--- src/rtl/bist_pkg.sv ---
// Shared types and XNOR tap table for the BIST PRPG/MISR engine.
package bist_pkg;

    typedef enum logic {
        BIST_PRPG = 1'b0,
        BIST_MISR = 1'b1
    } bist_mode_e;

    typedef enum logic [1:0] {
        IDLE = 2'd0,
        RUN  = 2'd1,
        DONE = 2'd2
    } bist_state_e;

    localparam int unsigned MAX_WIDTH = 64;

    function automatic bit lfsr_width_ok(input int unsigned width);
        return (width == 8) || (width == 16) || (width == 32) || (width == 64);
    endfunction

    // Right-aligned tap mask; 1-based tap n lands on bit n-1.
    function automatic logic [MAX_WIDTH-1:0] lfsr_taps(input int unsigned width);
        logic [MAX_WIDTH-1:0] mask;
        mask = '0;
        case (width)
            8:       mask[7:0]  = 8'hB8;
            16:      mask[15:0] = 16'hD008;
            32:      mask[31:0] = 32'h8020_0003;
            64:      mask       = 64'hD800_0000_0000_0000;
            default: mask       = '0;
        endcase
        return mask;
    endfunction

endpackage

--- src/rtl/bist_lfsr_ch.sv ---
// One Fibonacci XNOR LFSR channel: seed load, free step, or step-and-compact.
module bist_lfsr_ch
    import bist_pkg::*;
#(
    parameter int unsigned WIDTH = 64
) (
    input  logic             clk_i,
    input  logic             rstn_i,
    input  logic             load_i,
    input  logic             step_i,
    input  logic             compact_i,
    input  logic [WIDTH-1:0] seed_i,
    input  logic [WIDTH-1:0] resp_i,
    output logic [WIDTH-1:0] state_o
);

    localparam logic [WIDTH-1:0] TAPS = WIDTH'(lfsr_taps(WIDTH));

    logic [WIDTH-1:0] state_q;
    logic [WIDTH-1:0] state_d;
    logic [WIDTH-1:0] shifted;
    logic             fb;

    always_comb begin
        fb      = ~^(state_q & TAPS);
        shifted = {state_q[WIDTH-2:0], fb};
        state_d = state_q;
        if (load_i) begin
            state_d = seed_i;
        end else if (step_i) begin
            state_d = shifted;
        end else if (compact_i) begin
            state_d = shifted ^ resp_i;
        end
    end

    always_ff @(posedge clk_i or negedge rstn_i) begin
        if (!rstn_i) begin
            state_q <= '0;
        end else begin
            state_q <= state_d;
        end
    end

    always_comb begin
        state_o = state_q;
    end

endmodule

--- src/rtl/bist_prpg_misr.sv ---
// Multi-channel BIST engine: pattern generator over valid/ready or response compactor,
// with beat count / stop-code termination and abort.
module bist_prpg_misr
    import bist_pkg::*;
#(
    parameter int unsigned WIDTH  = 64,
    parameter int unsigned NUM_CH = 4,
    parameter int unsigned CNT_W  = 32
) (
    input  logic                    clk_i,
    input  logic                    rstn_i,
    input  logic                    start_i,
    input  logic                    abort_i,
    input  logic                    mode_i,
    input  logic [CNT_W-1:0]        num_pat_i,
    input  logic [NUM_CH*WIDTH-1:0] seed_i,
    input  logic [WIDTH-1:0]        stop_code_i,
    input  logic                    stop_en_i,
    output logic                    pat_valid_o,
    input  logic                    pat_ready_i,
    output logic [NUM_CH*WIDTH-1:0] pat_data_o,
    input  logic                    resp_valid_i,
    input  logic [NUM_CH*WIDTH-1:0] resp_data_i,
    output logic [NUM_CH*WIDTH-1:0] sig_o,
    output logic [CNT_W-1:0]        cnt_o,
    output logic                    busy_o,
    output logic                    done_o,
    output logic                    stopped_o,
    output logic                    seed_err_o
);

    if (!lfsr_width_ok(WIDTH)) begin : g_width_chk
        $error("bist_prpg_misr: WIDTH %0d has no tap table entry", WIDTH);
    end
    if (NUM_CH < 1) begin : g_ch_chk
        $error("bist_prpg_misr: NUM_CH must be at least 1");
    end

    bist_state_e             state_q, state_d;
    bist_mode_e              mode_q, mode_d;
    logic [CNT_W-1:0]        cnt_q, cnt_d;
    logic [CNT_W-1:0]        num_pat_q, num_pat_d;
    logic [WIDTH-1:0]        stop_code_q, stop_code_d;
    logic                    stop_en_q, stop_en_d;
    logic                    stopped_q, stopped_d;
    logic                    seed_err_q, seed_err_d;

    logic [NUM_CH*WIDTH-1:0] lfsr_state;
    logic [NUM_CH-1:0]       seed_ones;
    logic                    load;
    logic                    accept;
    logic                    compact;
    logic                    last_beat;
    logic                    stop_hit;

    for (genvar k = 0; k < NUM_CH; k++) begin : g_ch
        assign seed_ones[k] = (seed_i[k*WIDTH +: WIDTH] == '1);

        bist_lfsr_ch #(
            .WIDTH (WIDTH)
        ) u_ch (
            .clk_i     (clk_i),
            .rstn_i    (rstn_i),
            .load_i    (load),
            .step_i    (accept),
            .compact_i (compact),
            .seed_i    (seed_i[k*WIDTH +: WIDTH]),
            .resp_i    (resp_data_i[k*WIDTH +: WIDTH]),
            .state_o   (lfsr_state[k*WIDTH +: WIDTH])
        );
    end

    always_ff @(posedge clk_i or negedge rstn_i) begin
        if (!rstn_i) begin
            state_q     <= IDLE;
            mode_q      <= BIST_PRPG;
            cnt_q       <= '0;
            num_pat_q   <= '0;
            stop_code_q <= '0;
            stop_en_q   <= 1'b0;
            stopped_q   <= 1'b0;
            seed_err_q  <= 1'b0;
        end else begin
            state_q     <= state_d;
            mode_q      <= mode_d;
            cnt_q       <= cnt_d;
            num_pat_q   <= num_pat_d;
            stop_code_q <= stop_code_d;
            stop_en_q   <= stop_en_d;
            stopped_q   <= stopped_d;
            seed_err_q  <= seed_err_d;
        end
    end

    always_comb begin
        last_beat = (cnt_q == num_pat_q - CNT_W'(1));
        stop_hit  = stop_en_q && (lfsr_state[WIDTH-1:0] == stop_code_q);
    end

    // Abort gates every strobe, so it also suppresses a same-cycle load, accept or compact.
    always_comb begin
        state_d     = state_q;
        mode_d      = mode_q;
        cnt_d       = cnt_q;
        num_pat_d   = num_pat_q;
        stop_code_d = stop_code_q;
        stop_en_d   = stop_en_q;
        stopped_d   = stopped_q;
        seed_err_d  = seed_err_q;
        load        = 1'b0;
        accept      = 1'b0;
        compact     = 1'b0;
        if (abort_i) begin
            state_d   = IDLE;
            stopped_d = 1'b0;
        end else begin
            case (state_q)
                IDLE, DONE: begin
                    if (start_i) begin
                        load        = 1'b1;
                        mode_d      = bist_mode_e'(mode_i);
                        num_pat_d   = num_pat_i;
                        stop_code_d = stop_code_i;
                        stop_en_d   = stop_en_i;
                        cnt_d       = '0;
                        stopped_d   = 1'b0;
                        seed_err_d  = |seed_ones;
                        state_d     = (num_pat_i == '0) ? DONE : RUN;
                    end
                end
                RUN: begin
                    if (mode_q == BIST_PRPG) begin
                        if (pat_ready_i) begin
                            accept = 1'b1;
                            cnt_d  = cnt_q + CNT_W'(1);
                            if (stop_hit) begin
                                stopped_d = 1'b1;
                            end
                            if (last_beat || stop_hit) begin
                                state_d = DONE;
                            end
                        end
                    end else begin
                        if (resp_valid_i) begin
                            compact = 1'b1;
                            cnt_d   = cnt_q + CNT_W'(1);
                            if (last_beat) begin
                                state_d = DONE;
                            end
                        end
                    end
                end
                default: state_d = IDLE;
            endcase
        end
    end

    always_comb begin
        busy_o      = (state_q == RUN);
        done_o      = (state_q == DONE);
        pat_valid_o = (state_q == RUN) && (mode_q == BIST_PRPG);
        pat_data_o  = lfsr_state;
        sig_o       = lfsr_state;
        cnt_o       = cnt_q;
        stopped_o   = stopped_q;
        seed_err_o  = seed_err_q;
    end

endmodule

--- config.mk ---
export PLATFORM = sky130hd
export DESIGN_NAME = bist_prpg_misr
export DESIGN_NICKNAME = d
export VERILOG_FILES = /design/src/rtl/bist_pkg.sv /design/src/rtl/bist_lfsr_ch.sv /design/src/rtl/bist_prpg_misr.sv
export SDC_FILE = /design/constraint.sdc
export NUM_CORES = 1
export LEC_CHECK = 0
export ABC_AREA = 1
export BUFFER_PORTS_ARGS = -buffer_cell sky130_fd_sc_hd__clkbuf_2
export CAP_MARGIN = 20
export CORE_AREA = 2 2 447 449
export DETAILED_ROUTE_END_ITERATION = 8
export DIE_AREA = 0 0 449 451
export GPL_TIMING_DRIVEN = 0
export PLACE_DENSITY = 0.32
export REMOVE_ABC_BUFFERS = 1
export SLEW_MARGIN = 30
export SYNTH_ARGS = -nofsm -noshare
export SYNTH_HDL_FRONTEND = slang
export SYNTH_SLANG_ARGS = --single-unit
export TNS_END_PERCENT = 100
--- constraint.sdc ---
create_clock -name clk_i -period 3.8 [get_ports clk_i]
set_clock_uncertainty 0.1 [all_clocks]
set_input_delay 0.57 -clock clk_i [delete_from_list [all_inputs] [get_ports clk_i]]
set_output_delay 0.57 -clock clk_i [all_outputs]
set_load 0.02 [all_outputs]
### Yosys cells after proc, flatten, opt, wreduce, memory -nomap -nowiden

Cells that the tools add are included.

* output and inout port bits: 549
* logic and storage cells: 100
* register bits after elaboration: 390

* equal/unequal tests: 19
* muxes and demuxes: 43
* $add $sub $neg: 2
* reductions and logical operators: 18
* bitwise operators: 6

Operators by type and width (count)
* $mux 64: 12
* $eq 64x64->1 const B: 4
* $reduce_xnor 64->1: 4
* $xor 64x64->64: 4
* $mux 32: 4
* $eq 64x64->1: 1
* $pmux 32 s2: 1
* $add 32x1->32 const B: 1
* $eq 32x32->1: 1
* $logic_not 32->1: 1
* $sub 32x1->32 const B: 1
* $mux 1: 16
* $mux 2: 8
* $reduce_and 5->1: 3
* $ne 3x3->1 const B: 4
* $ne 4x3->1 const B: 2
* $ne 3x2->1 const B: 2
* $reduce_bool 3->1: 2
* $ne 4x2->1 const B: 1
* $ne 4x4->1 const B: 1
* $pmux 2 s2: 1
* $reduce_or 4->1: 1
* $reduce_and 3->1: 1
* $eq 2x1->1 const B: 1
* other kinds (9): 11

### Depth between registers and ports, before layout

* depth in word-level cells: 8
* depth in mapped cells: 17
* mapped depth without buffers: 17

### Hierarchy

A second synthesis with hierarchy kept.

* cell total of the unflattened synthesis: 3721
* area total of the unflattened synthesis: 26640.6 µm²

By module, submodules not included
* bist_lfsr_ch: times used 4, area an instance 4052.6 µm², cells each 563
* bist_prpg_misr: times used 1, area an instance 10430.0 µm², cells each 1469

### Worst setup path after synthesis

OpenSTA, ideal clock, no wires.

* path kind: register to output
* from: reg state_q[1]
* to: out busy_o
* arrival: 1388 ps
* cell stages (with the launch flop): 6
* path buffers: 2
* slack: 1742 ps
* path through: dfrtp_1 -> inv_1 -> nand2_2 -> inv_1 -> clkbuf_1 -> clkbuf_1

* longest elaborated chain between the ends: 1

Ends and longest elaborated chain
* start: declaration: line bist_prpg_misr.sv:39 `bist_state_e state_q, state_d;`
* start signal: assignment: line bist_prpg_misr.sv:84 `state_q <= state_d;`
* $eq 2x1->1: line bist_prpg_misr.sv:159 `busy_o = (state_q == RUN);`
* end: declaration: line bist_prpg_misr.sv:26 `output logic busy_o,`

Every way passes these cells.

### Final worst setup path

* from: reg mode_q
* to: reg g_ch[0].u_ch.state_q[47]

* longest elaborated chain between the ends: 5

Ends and longest elaborated chain
* start: declaration: line bist_prpg_misr.sv:40 `bist_mode_e mode_q, mode_d;`
* start signal: assignment: line bist_prpg_misr.sv:85 `mode_q <= mode_d;`
* $mux 1: line bist_prpg_misr.sv:132 `if (mode_q == BIST_PRPG) begin`
* $mux 1: line bist_prpg_misr.sv:117 `case (state_q)`
* $mux 1: line bist_prpg_misr.sv:113 `if (abort_i) begin`
* $mux 64: line bist_lfsr_ch.sv:30 `end else if (step_i) begin`
* $mux 64: line bist_lfsr_ch.sv:28 `if (load_i) begin`
* end signal: assignment: line bist_lfsr_ch.sv:41 `state_q <= state_d;`
* end: declaration: line bist_lfsr_ch.sv:19 `logic [WIDTH-1:0] state_q;`

Several ways; a longest one is shown, not always the timed one.
A chain may end at the register's enable or synchronous reset.

==> summary.txt <==
Run status
  • Status: complete, no violations

Yosys
  • Synth Instances: 3,548
  • Ys async rst share: 1.00
  • Syn Area/Cell: a little over 7 um^2
  • Area share of the largest cell type after synthesis: 0.379
  • EDFF count, synth: 0
  • Synth cell count leaders: nand2_1 (975), dfrtp_1 (390), inv_1 (353), o21ai_0 (327), nor2_1 (320)
  • Largest cells by area after synthesis: dfrtp_1 (38%), nand2_1 (14%), buf_4 (7.5%)
  • Post-synth top flop: dfrtp_1
  • Most frequent cell after synthesis: nand2_1
  • Yosys cell types: between 40 and 50
  • Synth Cell Area: around 26,000 um^2
  • Register bit total from synthesis: 390
  • Register area share after synthesis: 0.379
  • Yosys warns: 0
  • Yosys top cell by area: dfrtp_1

Setup path
  • Worst R2R Path Depth: 12
  • Worst-path maximum fanout: 47
  • WS Path Type: reg2reg
  • CP arrival: 4070 ps
  • Critical Path RT: between 4000 and 5000 ps
  • Crit path capture type: register
  • CP startpoint kind: register

Power
  • Max IR drop VDD: 0.347 mV
  • Internal: about 15 mW
  • Leakage: 18.5 nW
  • Clock power share: 0.178
  • Net Sw Power: ~18 mW
  • Combinational power share: 0.549
  • Seq pwr share: 0.273
  • Switch share: 0.551
  • PwrDens: around 920 nW/um^2

Floorplanning
  • Core area: between 150,000 and 200,000 um^2
  • Die width: 449 um
  • FP Rows: 164
  • I/O pin cnt: between 1,000 and 1,500
  • Starting Density: 0.130
  • Die area: 202,000 um^2
  • Die Ht: between 400 and 500 um

Job
  • Max_cap viols: 0

Hold path
  • Hold WC Path Type: in2reg
  • Cell count of the worst hold path: 3

STA
  • Worst-margin pin slew: 968 ps
  • Max_slew headroom: 0.349
  • Setup violators final: 0
  • Final WS setup: 245 ps
  • Fmax: 0.281 GHz
  • Share of the clock period used by the worst path: 0.936
  • Final Hold Vio Count: 0
  • RSZ-0062 raised after global routing: no
  • Fin crit period: 3560 ps
  • Final Max Slew Viols: 0

Route
  • First-pass DRT Iterations: 6
  • Starting DRC count in detailed routing: about 2,000
  • DRT antenna net count: 0
  • Drt total wl: 183,000 um
  • DRC: 0
  • Wirelength per Cell: 25.5 um
  • Vias: 28,300
  • Via density: 3.93

Final layout
  • Fillers: 22,800
  • Share of post-route cells with drive strength above 1: 0.294
  • Sequential cell area: about 9800 um^2
  • Final core occ: 0.182
  • Area grow syn2layout: 40.5%
  • Multi-input logic area: 12,000 um^2
  • Nets: about 5,100

Placed design
  • GP Congestion: about 0.93
  • Worst slack at placement: -738 ps
  • PortBufs: 1,164
  • Post-DP HPWL: 147,000 um

Global routing
  • Grt met1 use: 0.211
  • Initial antenna violation count: 35
  • Vias in the first global route: between 20,000 and 30,000
  • Routing usage on met2: 0.300
  • First-pass GRT wire length: 245,000 um
  • Top Usage Layer GRT: met2
  • Total grt overflow: 0
  • Pin count of the biggest net entering global routing: approximately 110
  • GRT Util Overall: 0.174
  • M3 GR Usage: 0.0446

Clocking
  • CTS buffer count: 59
  • Clk buf depth: 3
  • Htree depth: 2
  • # clock sinks: 390
  • Worst-Skew Late Latency: 700 ps
  • Reg clk slew, reported paths: 60 ps
  • Clock Tree Root: clkbuf_16
  • CTS tree: done
==> final cells by class <==
type                    instances  share of cell area
flip-flops and latches        390               0.270
repair buffers               1298               0.211
diodes                         11            0.000762
inverters                     356              0.0381
multi-input cells            2383               0.333
repair inverters                1            0.000242
well taps                    2656              0.0919
clock buffers                  86              0.0484
clock inverters                16             0.00633
==> critical path, cell delays in order, from the launching register on <==
cell	delay [ps]
dfrtp_2	500
o21ai_2	250
nor2_1	100
nor2_4	150
nand2_8	230
buf_16	290
nor2_8	310
buf_4	220
buf_12	210
buf_12	240
buf_12	250
nor2_1	200
o22ai_1	170
==> timing repair <==
item / 4_1_cts / 5_1_grt
endpoints found under the setup margin: 105 / 4
gates cloned: 4 / 1
pin swaps: 2 / 3
resized for setup: 8 / 0
hold buffers: 92 / 0
hold endpoints to repair: 162 / 0
setup buffers: 5 / 4
==> state kept, by name, indices dropped and copies added (netlist names) <==
register	flops
g_ch.u_ch.state_o	256
stop_en_q	1
mode_q	1
seed_err_o	1
num_pat_q	32
state_q	2
cnt_o	32
stop_code_q	64
stopped_o	1
==> power by group through the flow <==
stage | sequential [mW] | combinational (mW) | clock [mW]
2_1_floorplan | 10.8 | 6.94 | 0
3_3_place_gp | 9.18 | 17.8 | 0
3_5_place_dp | 9.18 | 17.9 | 0
4_1_cts | 9.16 | 18.4 | 6.15
5_1_grt | 9.32 | 19.8 | 6.27
6_report | 9.04 | 18.2 | 5.89
==> cell usage in the layout (no fill, tap or decap), types with 3 or more instances in the layout <==
cell and n:
o221ai_1 97, o21ai_1 44, diode_2 11, a21oi_1 89
clkbuf_2 1163, nand2_1 975, o21ai_0 327, xor2_1 195
nor4_1 34, clkinvlp_4 3, clkbuf_8 16, a31oi_1 3
nand3b_1 3, bufinv_16 5, nand4_1 78, buf_16 16
buf_12 15, inv_1 351, buf_4 9, nor2_1 319
clkbuf_16 61, nor3_1 17, nor2_4 4, dlygate4sd3_1 92
o22ai_1 99, nor2_2 7, nand3_1 24, dfrtp_1 388
and2_1 3, o21bai_1 3, clkbuf_1 11, xnor2_1 31
clkinv_2 6
==> per-layer routing <==
| metal | vias to the layer above | wire length, um |
|---|---|---|
| li1 | 13200 | - |
| met1 | 13800 | 74900 |
| met2 | 1055 | 90400 |
| met3 | 173 | 13000 |
| met4 | 10 | 5020 |
| met5 | - | 72 |
==> logic make-up (layout without fill, tap and decap cells) <==
group           after synthesis  in the layout  synth area share
simple gates               1480           1482             0.235
buf+inv                     777           1757             0.156
compound gates              673            673             0.152
flops                       390            390             0.379
xor+xnor                    226            226            0.0769
fa+ha+maj                     2              2          0.000972
other cells                   0             11                 0
==> stage by stage <==
step	hold slack, ps	power (mW)	cell area (um^2)	TNS (ps)	std cells
after floorplan	174	17.7	23000	-1036590	3127
after global placement	373	27.0	32200	-7636200	6947
after detailed placement	371	27.1	33000	-18390	6978
after CTS	4.23	33.7	36100	0	7181
after global routing	36.1	35.4	36100	0	7192
final	64.9	33.1	36100	0	7197
==> final timing paths <==
check | start | end | slack, ps
worst max-delay path | mode_q | g_ch[0].u_ch.state_o[47] | 240
worst min-delay path | stop_code_i[29] | stop_code_q[29] | 60
worst max register to register | mode_q | g_ch[0].u_ch.state_o[47] | 240
worst min register to register | stop_code_q[2] | stop_code_q[2] | 400
max in group asynchronous | rstn_i | g_ch[1].u_ch.state_o[51] | 1250
min in group asynchronous | rstn_i | g_ch[3].u_ch.state_o[0] | 230
Power figures use the tool's default switching activity.
